<file path="src/rtl/fifo_ctrl_pkg.sv">
// Shared types and constants for the FIFO write-side control blocks.
package fifo_ctrl_pkg;

  typedef enum logic {
    IDLE = 1'b0,
    LOCK = 1'b1
  } state_t;

  localparam int FIFO_DW = 8;

  // Index width for a vector of n entries; never collapses to zero bits.
  function automatic int idx_w(input int n);
    return (n > 1) ? $clog2(n) : 1;
  endfunction

endpackage

</file>
<file path="src/rtl/rr_pick.sv">
// Round-robin picker: first set req bit at or above rr_ptr, wrapping modulo N_REQ.
// Purely combinational, no backpressure.
module rr_pick
  import fifo_ctrl_pkg::*;
#(
  parameter int N_REQ = 4,
  parameter int IW    = idx_w(N_REQ)
) (
  input  logic [N_REQ-1:0] req,
  input  logic [IW-1:0]    rr_ptr,
  output logic [IW-1:0]    pick,
  output logic             any_req
);

  logic [IW-1:0] idx;

  // Walk offsets from farthest to nearest so the nearest set bit wins.
  always_comb begin
    pick    = '0;
    idx     = '0;
    any_req = |req;
    for (int k = N_REQ - 1; k >= 0; k--) begin
      idx = IW'((int'(rr_ptr) + k) % N_REQ);
      if (req[idx]) pick = idx;
    end
  end

endmodule

</file>
<file path="src/rtl/fifo_wr_arbiter.sv">
// Round-robin arbiter sharing one FIFO write port among N_REQ packet requesters.
// One IDLE cycle to grant, then one beat per clock; fifo_full stalls the beat combinationally.
module fifo_wr_arbiter
  import fifo_ctrl_pkg::*;
#(
  parameter int N_REQ     = 4,
  parameter int DW        = FIFO_DW,
  parameter int MAX_BURST = 16
) (
  input  logic                     clk,
  input  logic                     rst,
  input  logic [N_REQ-1:0]         req,
  input  logic [N_REQ*DW-1:0]      req_data,
  input  logic [N_REQ-1:0]         req_last,
  output logic [N_REQ-1:0]         req_ack,
  input  logic                     fifo_full,
  output logic                     fifo_wr_en,
  output logic [DW-1:0]            fifo_din,
  output logic [$clog2(N_REQ)-1:0] grant_id,
  output logic                     busy
);

  localparam int IW = idx_w(N_REQ);
  localparam int BW = $clog2(MAX_BURST) + 1;
  localparam logic [BW-1:0] BURST_LAST = BW'(MAX_BURST - 1);
  localparam logic [IW-1:0] LAST_REQ   = IW'(N_REQ - 1);

  state_t        state;
  logic [IW-1:0] rr_ptr;
  logic [BW-1:0] burst_cnt;
  logic [IW-1:0] pick;
  logic          any_req;
  logic          accept;
  logic          release_grant;

  rr_pick #(
    .N_REQ (N_REQ),
    .IW    (IW)
  ) u_rr_pick (
    .req     (req),
    .rr_ptr  (rr_ptr),
    .pick    (pick),
    .any_req (any_req)
  );

  // rst gates the write so an abandoned packet never leaks a beat into the FIFO.
  assign accept        = (state == LOCK) && req[grant_id] && !fifo_full && !rst;
  assign release_grant = req_last[grant_id] || (burst_cnt == BURST_LAST);

  always_comb begin
    req_ack           = '0;
    req_ack[grant_id] = accept;
    fifo_wr_en        = accept;
    fifo_din          = req_data[grant_id*DW +: DW];
  end

  always_ff @(posedge clk) begin
    if (rst) begin
      state     <= IDLE;
      rr_ptr    <= '0;
      grant_id  <= '0;
      busy      <= 1'b0;
      burst_cnt <= '0;
    end else begin
      case (state)
        IDLE: begin
          if (any_req) begin
            grant_id  <= pick;
            burst_cnt <= '0;
            busy      <= 1'b1;
            state     <= LOCK;
          end
        end
        LOCK: begin
          if (accept) begin
            if (release_grant) begin
              state     <= IDLE;
              busy      <= 1'b0;
              burst_cnt <= '0;
              // Just-served requester drops to lowest priority.
              rr_ptr    <= (grant_id == LAST_REQ) ? '0 : grant_id + 1'b1;
            end else begin
              burst_cnt <= burst_cnt + 1'b1;
            end
          end
        end
        default: state <= IDLE;
      endcase
    end
  end

endmodule

</file>
<file path="config.mk">
export PLATFORM = sky130hd
export DESIGN_NAME = fifo_wr_arbiter
export DESIGN_NICKNAME = d
export VERILOG_FILES = /design/src/rtl/fifo_ctrl_pkg.sv /design/src/rtl/rr_pick.sv /design/src/rtl/fifo_wr_arbiter.sv
export SDC_FILE = /design/constraint.sdc
export NUM_CORES = 1
export LEC_CHECK = 0
export ABC_CLOCK_PERIOD_IN_PS = 2100
export CORE_MARGIN = 4
export CORE_UTILIZATION = 36
export CTS_CLUSTER_SIZE = 30
export DETAILED_ROUTE_END_ITERATION = 6
export MAX_ROUTING_LAYER = met4
export PLACE_DENSITY = 0.83
export SLEW_MARGIN = 20
export SYNTH_ARGS = -nofsm -noshare
export SYNTH_HDL_FRONTEND = slang
export SYNTH_SLANG_ARGS = --single-unit
</file>
<file path="constraint.sdc">
create_clock -name clk -period 2.1 [get_ports clk]
set_input_delay 0.42 -clock clk [delete_from_list [all_inputs] [get_ports clk]]
set_output_delay 0.42 -clock clk [all_outputs]
set_load 0.03 [all_outputs]
</file>
==> impl_metrics.py <==
metrics = {
    "outcome": {
        "status": "complete, no violations",
    },
    "setup_path": {
        "cp_slowest_cell": "mux4_2",
        "r2r-end": "burst_cnt[3]",
        "worstPathCellList": "clkdlybuf4s50_1 > mux4_2 > clkdlybuf4s15_2",
        "critPathCapture": "fifo_din[2]",
        "start_kind": "primary input",
        "slowest_delay_ns": 0.47,
        "reg2reg_depth": 5,
        "path_buf_inv": 2,
        "cp_num_cells": 3,
        "crit_fanout": 1,
        "crit_required_ns": 1.68,
        "path_class": "in -> out",
        "r2r-start": "grant_id[1]",
        "cp_data_arrival_time_ns": 1.61,
        "cp-end-kind": "output pin",
        "startpoint": "req_data[26]",
        "r2r_slack_ns": 0.27,
        "crit_family": "buffers and inverters",
    },
    "power_and_ir_drop": {
        "leakage_uw": 0.000685,
        "powerDensity_mw_per_mm2": 399,
        "finalPower_uw": 674,
        "vdd_ir_drop_max_mv": 0.364,
    },
    "global_route": {
        "grt_pass1_wl_um": 5050,
        "grt_pass1_vias": 1036,
        "grt.total_usage": 0.200,
        "antenna_found_initial": 0,
        "grt_overflow": 0,
        "grt_max_degree": 13,
    },
    "drt": {
        "drc": 0,
        "drtAntennaViolNets": 0,
        "drt-pass1-iter-count": 4,
        "vias_per_cell": 5.30,
        "drtIter0Drc": 27,
        "routed_wl_um": 3170,
        "drt-wirelength-per-cell_um": 16.3,
        "dr_total_vias": 1029,
    },
    "synth": {
        "synth-main-ff-cell": "dfxtp_1",
        "yosys_warnings": 0,
        "synthTopCellsByArea": "mux4_2 25%, dfxtp_1 24%, ha_1 8.3%",
        "syn_area_per_cell_um2": 9.90,
        "yosys.area.top_type": "mux4_2",
        "yosysSeqAreaShare": 0.244,
        "syn-num-nets": 140,
        "yosysMostFrequentCell": "dfxtp_1",
        "async_reset_ff_frac": 0,
        "synth_edf_count": 0,
        "synth_common_cells": "11 x dfxtp_1, 10 x inv_1, 10 x mux4_2",
        "ys_ff_latch": 11,
        "ys_types": 31,
        "synthesis.area_um2": 901,
        "netlist.area_leader.share": 0.250,
        "synthCells": 91,
    },
    "layout": {
        "area_growth_pct": 87.2,
        "diodes": 0,
        "drive_above_1_share": 0.307,
        "fin_util": 0.734,
        "finalNetCount": 216,
        "post-route-cell-area_mm2": 0.00169,
    },
    "sta": {
        "max_freq_ghz": 0.493,
        "hold_viol_final": 0,
        "fin_skew_ns": 0.000904,
        "rsz0062_at_grt": "no",
        "worst_pin_slew_ns": 0.335,
        "relSlewSlack": 0.776,
        "fin_hold_ws_ns": 0.475,
        "period_minus_slack_ns": 2.03,
        "min_period_over_period": 0.965,
        "setup_viol": 0,
        "report.final.slew_viol_count": 0,
    },
    "clock_tree": {
        "cts_tree": "done",
        "cts.sinks": 11,
        "hold_buffers": 0,
        "h-tree-depth": 1,
        "cts_buffers": 3,
        "cts_root_buf": "clkbuf_4",
        "cts_max_path_buffers": 2,
        "clkLatencyLatePin_ns": 0.28,
        "clk_transition_reported_paths_ns": 0.07,
    },
    "place": {
        "hpwl_um": 2540,
        "gp_congestion": 0.800,
        "port_buffers": 58,
        "dpl_cell_area_mm2": 0.00161,
    },
    "die": {
        "ios": 59,
        "start_util": 0.392,
        "rows": 17,
        "fp.dieW_um": 58.0,
        "core_area_mm2": 0.00230,
        "die_area_mm2": 0.00337,
        "dieHeight_um": 58.0,
    },
    "worst_hold_path": {
        "worst_hold_path_type": "reg -> reg",
    },
    "job": {
        "drv_cap": 0,
    },
}
-- sequential cells by signal, summed over array words and instances, names as in the netlist --
| register | cells |
|---|---|
| burst_cnt | 5 |
| grant_id | 2 |
| rr_ptr | 2 |
| state | 1 |
| busy | 1 |
-- cells in the final DEF, fill, tap and decap left out, types with 2 or more instances in the layout --
cell,count
and3_4,3
a21oi_1,9
or3_1,2
dlygate4sd2_1,4
nand2_1,6
clkdlybuf4s50_1,41
buf_6,5
inv_1,10
a211o_1,2
clkbuf_4,3
mux4_2,10
clkdlybuf4s15_2,7
nand3b_1,2
nor2_1,5
and3_1,2
o32ai_1,2
dfxtp_1,10
o221ai_1,2
ha_1,6
buf_4,15
-- worst min path at each step --
stage	depth (start not counted)	startpoint	slack [ns]	to
after floorplan	2	burst_cnt[4]	0.43	burst_cnt[4]
after global placement	2	burst_cnt[4]	0.44	burst_cnt[4]
after detailed placement	2	burst_cnt[4]	0.46	burst_cnt[4]
after CTS	2	burst_cnt[4]	0.47	burst_cnt[4]
after global routing	2	burst_cnt[4]	0.49	burst_cnt[4]
final	2	burst_cnt[4]	0.48	burst_cnt[4]
-- what timing repair did --
| item | CTS | global route |
|---|---|---|
| buffers inserted | 0 | 2 |
| gates resized for setup | 36 | 2 |
| endpoints found under the setup margin | 13 | 8 |
| pin swaps | 5 | 0 |
-- stage by stage --
step,cells,worst slack (ns),setup TNS (ns)
after floorplan,91,0.0848,0
final,194,0.0727,0
after global routing,194,0.00962,0
after global placement,188,-0.250,-2.77
after CTS,192,0.000798,0
after detailed placement,188,-0.248,-3.21
-- cell families (layout without fill, tap and decap cells) --
group / after synthesis / after routing / share of synthesized area
DFF: 11 / 11 / 0.244
buffers and inverters: 13 / 88 / 0.0555
AOI/OAI and AO/OA: 20 / 20 / 0.156
and+or+nand+nor: 30 / 30 / 0.200
adders and majority gates: 6 / 6 / 0.0833
muxes: 11 / 11 / 0.261
-- worst reg2reg max path: cells and delay by family, from the launching register on --
family                 cells  cell delay (ns)
AOI/OAI and AO/OA          3             0.61
buffers and inverters      1             0.17
DFF                        1             0.37
muxes                      1             0.60
-- power breakdown --
part | switching (uW) | internal [uW] | leakage [uW]
sequential | 8.46 | 217 | 0.0000901
combinational | 126 | 172 | 0.000580
clock | 75.8 | 73.8 | 0.0000150
-- layout make-up --
cell class | instances | area [um2]
timing repair buffer | 74 | 718
clock buffer | 4 | 26.3
multi-input combinational | 67 | 648
tap | 28 | 35.0
fill | 169 | 611
inverter | 10 | 37.5
sequential | 11 | 221
-- per-layer routing --
metal,GRT usage,up-vias,share of wire
li1,-,495,-
met2,0.352,50,0.52
met4,0.0695,0,0.015
met1,0.221,479,0.37
met5,-,-,0
met3,0.0423,5,0.093
(Power assumes the default switching activity.)
